==> config.mk <==
export PLATFORM = sky130hd
export DESIGN_NAME = imm_decode_stage
export DESIGN_NICKNAME = d
export VERILOG_FILES = /design/src/rtl/imm_decode_stage_pkg.sv /design/src/rtl/imm_extract.sv /design/src/rtl/imm_decode_stage.sv
export SDC_FILE = /design/constraint.sdc
export NUM_CORES = 1
export LEC_CHECK = 0
export BUFFER_PORTS_ARGS = -buffer_cell sky130_fd_sc_hd__buf_4
export CAP_MARGIN = 20
export CORE_ASPECT_RATIO = 0.7
export CORE_MARGIN = 3
export CORE_UTILIZATION = 25
export CTS_BUF_LIST = sky130_fd_sc_hd__clkbuf_8 sky130_fd_sc_hd__clkbuf_16
export DETAILED_ROUTE_END_ITERATION = 7
export PLACE_DENSITY = 0.46
export REMOVE_ABC_BUFFERS = 1
export SLEW_MARGIN = 0
export SYNTH_ARGS = -nofsm -noshare
export SYNTH_HDL_FRONTEND = slang
export SYNTH_SLANG_ARGS = --single-unit
==> constraint.sdc <==
create_clock -name Clk -period 5.41 [get_ports Clk]
set_clock_uncertainty 0.15 [all_clocks]
set_input_delay 0.541 -clock Clk [delete_from_list [all_inputs] [get_ports Clk]]
set_output_delay 0.541 -clock Clk [all_outputs]
set_load 0.005 [all_outputs]
==> src/rtl/imm_decode_stage_pkg.sv <==
// Shared RISC-V decode definitions: immediate formats and the opcodes that select them.
package imm_decode_stage_pkg;

    // Immediate format tag carried alongside each decoded entry
    typedef enum logic [2:0] {
        IMM_NONE = 3'd0,
        IMM_I    = 3'd1,
        IMM_S    = 3'd2,
        IMM_B    = 3'd3,
        IMM_U    = 3'd4,
        IMM_J    = 3'd5
    } imm_type_e;

    // Major opcodes (Inst[6:0]) recognised by the immediate decoder
    localparam logic [6:0] OP_LOAD   = 7'b0000011;
    localparam logic [6:0] OP_IMM    = 7'b0010011;
    localparam logic [6:0] OP_JALR   = 7'b1100111;
    localparam logic [6:0] OP_IMM_32 = 7'b0011011;
    localparam logic [6:0] OP_STORE  = 7'b0100011;
    localparam logic [6:0] OP_BRANCH = 7'b1100011;
    localparam logic [6:0] OP_LUI    = 7'b0110111;
    localparam logic [6:0] OP_AUIPC  = 7'b0010111;
    localparam logic [6:0] OP_JAL    = 7'b1101111;
    localparam logic [6:0] OP_REG    = 7'b0110011;
    localparam logic [6:0] OP_REG_32 = 7'b0111011;

endpackage

==> src/rtl/imm_extract.sv <==
// Combinational immediate extraction: classifies the opcode and builds the
// sign-extended immediate for that format.
module imm_extract
    import imm_decode_stage_pkg::*;
#(
    parameter int XLEN = 32
) (
    input  logic [31:0]     inst,
    output logic [XLEN-1:0] imm,
    output logic [2:0]      imm_type,
    output logic            illegal
);

    imm_type_e   fmt;
    logic [31:0] raw;

    // Classify the opcode; register-register ops are legal but carry no immediate
    always_comb begin
        fmt     = IMM_NONE;
        illegal = 1'b0;
        case (inst[6:0])
            OP_LOAD, OP_IMM, OP_JALR, OP_IMM_32: fmt = IMM_I;
            OP_STORE:                            fmt = IMM_S;
            OP_BRANCH:                           fmt = IMM_B;
            OP_LUI, OP_AUIPC:                    fmt = IMM_U;
            OP_JAL:                              fmt = IMM_J;
            OP_REG, OP_REG_32:                   fmt = IMM_NONE;
            default:                             illegal = 1'b1;
        endcase
    end

    // Assemble the 32-bit immediate, already sign-extended from Inst[31]
    always_comb begin
        raw = 32'd0;
        case (fmt)
            IMM_I: raw = {{20{inst[31]}}, inst[31:20]};
            IMM_S: raw = {{20{inst[31]}}, inst[31:25], inst[11:7]};
            IMM_B: raw = {{19{inst[31]}}, inst[31], inst[7], inst[30:25], inst[11:8], 1'b0};
            IMM_U: raw = {inst[31:12], 12'b0};
            IMM_J: raw = {{11{inst[31]}}, inst[31], inst[19:12], inst[20], inst[30:21], 1'b0};
            default: raw = 32'd0;
        endcase
    end

    assign imm      = XLEN'($signed(raw));
    assign imm_type = fmt;

endmodule

==> src/rtl/imm_decode_stage.sv <==
// Immediate decode stage: decodes on acceptance and queues the results in a
// small FIFO so the consumer sees them in order, one cycle after acceptance.
module imm_decode_stage
    import imm_decode_stage_pkg::*;
#(
    parameter int XLEN  = 32,
    parameter int DEPTH = 2
) (
    input  logic            Clk,
    input  logic            Rst,
    input  logic            Flush,
    input  logic            InValid,
    output logic            InReady,
    input  logic [31:0]     Inst,
    output logic            OutValid,
    input  logic            OutReady,
    output logic [XLEN-1:0] Imm,
    output logic [2:0]      ImmType,
    output logic            Illegal
);

    localparam int PTR_W = (DEPTH > 1) ? $clog2(DEPTH) : 1;
    localparam int CNT_W = $clog2(DEPTH + 1);

    logic [XLEN-1:0]  imm_mem     [DEPTH];
    logic [2:0]       type_mem    [DEPTH];
    logic             illegal_mem [DEPTH];
    logic [PTR_W-1:0] wr_ptr;
    logic [PTR_W-1:0] rd_ptr;
    logic [CNT_W-1:0] count;

    logic [XLEN-1:0]  dec_imm;
    logic [2:0]       dec_type;
    logic             dec_illegal;
    logic             accept;
    logic             pop;

    // Pointers wrap explicitly so non-power-of-two depths work
    function automatic logic [PTR_W-1:0] next_ptr(input logic [PTR_W-1:0] p);
        return (p == PTR_W'(DEPTH - 1)) ? '0 : p + 1'b1;
    endfunction

    imm_extract #(.XLEN(XLEN)) u_extract (
        .inst     (Inst),
        .imm      (dec_imm),
        .imm_type (dec_type),
        .illegal  (dec_illegal)
    );

    assign InReady  = (count < CNT_W'(DEPTH));
    assign OutValid = (count != '0);
    assign accept   = InValid && InReady;
    assign pop      = OutValid && OutReady;

    // Occupancy and pointer bookkeeping; reset beats flush, flush drops any same-cycle accept
    always_ff @(posedge Clk) begin
        if (Rst || Flush) begin
            count  <= '0;
            wr_ptr <= '0;
            rd_ptr <= '0;
        end else begin
            if (accept) wr_ptr <= next_ptr(wr_ptr);
            if (pop)    rd_ptr <= next_ptr(rd_ptr);
            case ({accept, pop})
                2'b10:   count <= count + 1'b1;
                2'b01:   count <= count - 1'b1;
                default: count <= count;
            endcase
        end
    end

    // Store the decoded result at acceptance so the head never depends on Inst
    always_ff @(posedge Clk) begin
        if (accept && !Rst && !Flush) begin
            imm_mem[wr_ptr]     <= dec_imm;
            type_mem[wr_ptr]    <= dec_type;
            illegal_mem[wr_ptr] <= dec_illegal;
        end
    end

    // Present the head entry, forcing zeros whenever the queue is empty
    always_comb begin
        Imm     = '0;
        ImmType = 3'd0;
        Illegal = 1'b0;
        if (OutValid) begin
            Imm     = imm_mem[rd_ptr];
            ImmType = type_mem[rd_ptr];
            Illegal = illegal_mem[rd_ptr];
        end
    end

endmodule

* Word level (Yosys, flattened, before mapping) *
Memory sizes are Yosys's and may differ from the RTL's. A register that Yosys moved wholly into a read port is not among the register bits.
Index checks and enable logic that the tools add are counted.

word-level totals
  bits of input ports = 37
  logic and storage cells = 58
  memories = 3
  output and inout bits = 38
  bits in registers = 4
  memory bits (writable) = 72

memory list
  memory       depth  bits a word  rd ports  clocked after Yosys merged registers in  write ports  line                    RTL
  imm_mem      2      32           1         1                                        1            imm_decode_stage.sv:25  logic [XLEN-1:0] imm_mem [DEPTH];
  type_mem     2      3            1         1                                        1            imm_decode_stage.sv:26  logic [2:0] type_mem [DEPTH];
  illegal_mem  2      1            1         1                                        1            imm_decode_stage.sv:27  logic illegal_mem [DEPTH];

operators by class
  muxes and demuxes = 17
  magnitude comparators = 1
  equality and inequality tests = 18
  add/sub/neg operators = 4
  reductions and logical operators = 12

operators with widths
  cell                                                number
  one-hot mux 32 bit (5 select lines)                 1
  two-way mux 32 bit                                  1
  == test 7 x 6 -> 1 bit (second input constant)      4
  == test 7 x 5 -> 1 bit (second input constant)      3
  == test 7 bit (second input constant)               3
  one-hot mux 3 bit (5 select lines)                  1
  two-way mux 1 bit                                   12
  OR reduction 11 bit                                 1
  == test 7 x 2 -> 1 bit (second input constant)      1
  == test 3 x 2 -> 1 bit (second input constant)      2
  == test 3 bit (second input constant)               2
  logical AND 1 bit                                   4
  one-hot mux 2 bit (2 select lines)                  1
  nonzero test 2 bit                                  2
  OR reduction 4 bit                                  1
  == test 3 x 1 -> 1 bit (second input constant)      1
  two-way mux 3 bit                                   1
  adder 1 bit (second input constant)                 2
  adder 2 x 1 -> 2 bit (second input constant)        1
  == test 2 x 1 -> 1 bit (second input constant)      1
  == test 2 bit (second input constant)               1
  zero test 1 bit                                     2
  less-than comparator 2 bit (second input constant)  1
  OR reduction 2 bit                                  1
  other kinds (2)                                     2

* Longest topological paths before layout *
  depth in word-level cells = 6
  gate-level depth with buffers = 8
  gate-level depth less buffers = 8

* By module *
Synthesis repeated with hierarchy kept, for this count alone.

second synthesis, totals
  cells, all modules = 248
  area total of the unflattened synthesis = 3453.3 µm²

by module, submodules not included
  module            area each (µm²)  instances  cells each
  imm_decode_stage  2935.3           1          178
  imm_extract       518.0            1          70

* Least setup slack after synthesis *
Ideal clock, no wire load.

  path kind = in2reg
  start point = input port InValid
  end point = memory illegal_mem[1] (enable)
  setup slack = 0.160 ns
  stages = 3
  data required time = 4.729 ns
  buffers on the path = 0
  arrival = 4.568 ns
  cell sequence = nor2b_1 > inv_1 > nor4b_1

on the way
  word-level cells in the longest chain between the ends = 5

ends and longest elaborated chain
  item                                     line                    RTL
  start, declared                          imm_decode_stage.sv:12  input logic InValid,
  logical AND 1 bit                        imm_decode_stage.sv:52  assign accept = InValid && InReady;
  logical AND 1 bit (2 in a row)           imm_decode_stage.sv:74  if (accept && !Rst && !Flush) begin
  two-way mux 1 bit                        imm_decode_stage.sv:74
  two-way mux 1 bit (not written as such)  imm_decode_stage.sv:77  illegal_mem[wr_ptr] <= dec_illegal;
  end, declared                            imm_decode_stage.sv:27

No other way between the ends.

* Worst setup path after layout *
  start point = register count[1]
  end point = output port Imm[11]

on the way
  word-level cells in the longest chain between the ends = 2

ends and longest elaborated chain
  item                    line                    RTL
  start, declared         imm_decode_stage.sv:30  logic [CNT_W-1:0] count;
  start signal, assigned  imm_decode_stage.sv:65  2'b10: count <= count + 1'b1;
  start signal, assigned  imm_decode_stage.sv:66  2'b01: count <= count - 1'b1;
  start signal, assigned  imm_decode_stage.sv:67  default: count <= count;
  nonzero test 2 bit      imm_decode_stage.sv:51  assign OutValid = (count != '0);
  two-way mux 32 bit      imm_decode_stage.sv:86  if (OutValid) begin
  end, declared           imm_decode_stage.sv:17  output logic [XLEN-1:0] Imm,

No other way between the ends.

==> results.md <==
* Top-area cell type share of the netlist area at 0.623
* Setup TNS at 0 ns
* Worst slew pin tran at 0.982 ns
* Overall global routing resource usage at 0.110
* Count of cell types in the netlist at 42
* Clock latency on the worst-skew pair at 0.32 ns
* Max incr delay on CP at 0.78 ns
* Reg clk slew, reported paths at about 0.06 ns
* Total congestion overflow at 0
* Yosys top cell by area: edfxtp_1
* Rows at 35
* Port Buf Inserts at 74
* Hold_buf cts at 0
* Largest net degree at the start of global routing at 38
* Clk buf depth at 2
* CTS tree: yes
* Final setup vio count at 0
* Crit-path cells: nor2_4, nor2_1, buf_4
* Iter 0 DRT Violations at 104
* Pwr Density at slightly above 300 nW/um^2
* CP endpoint kind: primary output
* Clock power frac at 0.420
* FMAX at 378 MHz
* Avg WL per Cell at 15.6 um
* Initial Util at 0.260
* H-tree depth at 3
* EDFF count, synth at 72
* Clock Sinks at between 70 and 80
* Final min period at approximately 2.6 ns
* Crit path launch type: register
* Seq/Total Area, Yosys at 0.652
* Clk root buf: clkbuf_16
* Core area at about 13000 um^2
* IO Count at 75
* Final WL at 8180 um
* Final Hold Viols at 0
* Top FF cell, synth: edfxtp_1
* Post-Layout Cell Count at 523
* Post-CTS resize count at 0
* Logic gate share of total power at 0.098
* Remaining antenna violation count after routing at 0
* RSZ-0062 raised after global routing: no
* Initial antenna violation count at 0
* CP arrival at 1.96 ns
* Post-synth ARST share at 0
* DIE HEIGHT at between 100 and 150 um
* Vias/cell at 4.31
* Max-slew violations at 0
* Drt pass-1 iters at 4
* Status: complete, no violations
* Total CTS buffers at 9
* Mean area per synthesized cell at 13.5 um^2
* Top post-synthesis cells by area: edfxtp_1 62%, mux2i_1 10%, nor2_1 4.4%
* Worst path required time at between 4 and 5 ns
* First-pass GRT wire length at 12900 um
* Critical Setup Path Class: register to primary output
* Yosys warning count at 0
* Net switching power at ~0.00029 W
* GPL Wtd Cong at 0.784
* Die Wd at 147 um
* Diodes inserted at 0
* Via count at 2256
* Die area at 15400 um^2
* Slowest cell on the critical path: nor2_4
* Max-Cap Viols at 0
* Max transition margin at 0.344
* Area growth, synth to finish at 30.6%
* Vias in the first global route at 2322
* Peak supply drop at around 0.00015 V
* Mapped Cells at 257
* Switching share of total power at 0.208
* Leakage at 1.82 nW
* Flops & latches, synth at 77
* Commonest non-fill, non-tap cells in the layout: 78 x buf_4, 72 x edfxtp_1, 41 x nor2_1
* Mapped Area at 3470 um^2
* Maximum fanout along the worst path at 37
* Fin crit share at 0.489
* Int Pwr at 0.00109 W
* DPL Wire Length at 5330 um
* Post-CTS setup buffer count at 0
* Placed insts at slightly above 500
* HP Class: input port to register
* DRC errors left at 0
* Final #Nets at 371
* Layout cell share with drive strength beyond 1 at 0.305
* Most common cell after layout, fill and taps aside: buf_4
* Sequential power share at 0.483
registers in the layout, summed over array words and instances, names as in the netlist, named ones only:
name and cells:
imm_mem 64, rd_ptr 1, type_mem 6, illegal_mem 2, count 2, wr_ptr 1
per-stage QoR:
| step | cell area [um^2] | power, W | util | worst slack [ns] | hold slack (ns) |
|---|---|---|---|---|---|
| after global routing | 4540 | 0.00145 | 0.340 | 2.61 | 0.284 |
| after floorplan | 3400 | 0.000735 | - | 0.160 | 0.368 |
| after detailed placement | 4230 | 0.000814 | 0.317 | 2.97 | 0.382 |
| final | 4540 | 0.00138 | 0.340 | 2.76 | 0.299 |
| after CTS | 4530 | 0.00140 | 0.339 | 2.69 | 0.281 |
| after global placement | 4230 | 0.000814 | 0.317 | 3.01 | 0.386 |
logic make-up (layout without fill, tap and decap cells):
family	after synthesis	after routing	synth area share
buf+inv	16	97	0.0241
fa+ha+maj	1	1	0.00360
xor+xnor	5	5	0.0126
simple gates	83	83	0.124
mux	36	36	0.104
flops	77	77	0.652
compound gates	39	39	0.0807
worst paths after layout:
kind             from  slack [ns]  depth (start not counted)        to
max          count[1]        2.76                          3   Imm[11]
min             Flush        0.30                          2  count[1]
max reg2reg  count[1]        3.04                          7  count[1]
min reg2reg    rd_ptr        0.40                          2  register
power by group through the flow:
stage | clock, W | combinational, W | sequential, W
finish | 0.000578 | 0.000135 | 0.000665
floorplan | 0 | 0.0000555 | 0.000679
global placement | 0 | 0.000137 | 0.000676
CTS | 0.000599 | 0.000138 | 0.000664
detailed placement | 0 | 0.000138 | 0.000677
global route | 0.000630 | 0.000150 | 0.000665
synthesized netlist by cell type (2+ instances only):
master,instances
a21o_1,19
a21oi_1,7
a21oi_2,2
a22o_1,4
and2_1,7
buf_2,7
buf_4,2
clkbuf_1,3
dfxtp_1,5
edfxtp_1,72
inv_1,3
mux2i_1,36
nand2_1,5
nand2b_1,4
nand3_1,4
nor2_1,41
nor2b_1,3
nor3_1,6
xnor2_1,4
per-layer routing:
| layer | vias up | track usage | share of wire |
|---|---|---|---|
| met5 | - | 0 | 0 |
| met4 | 0 | 0.0221 | 0.0031 |
| met3 | 2 | 0.0442 | 0.053 |
| met2 | 61 | 0.153 | 0.45 |
| met1 | 1088 | 0.159 | 0.50 |
| li1 | 1105 | - | - |
layout make-up:
class	count	area, um^2
fillers	1340	8820
clock inverters	6	56.3
inverters	3	11.3
clock buffers	10	239
multi-input cells	164	1150
flip-flops and latches	77	2260
well taps	185	231
repair buffers	78	586
critical path, delay by kind of cell (launching register included):
| family | cells | cell delay (ns) |
|---|---|---|
| buf+inv | 1 | 0.22 |
| flops | 1 | 0.36 |
| simple gates | 2 | 1.04 |
(Power assumes the default switching activity.)
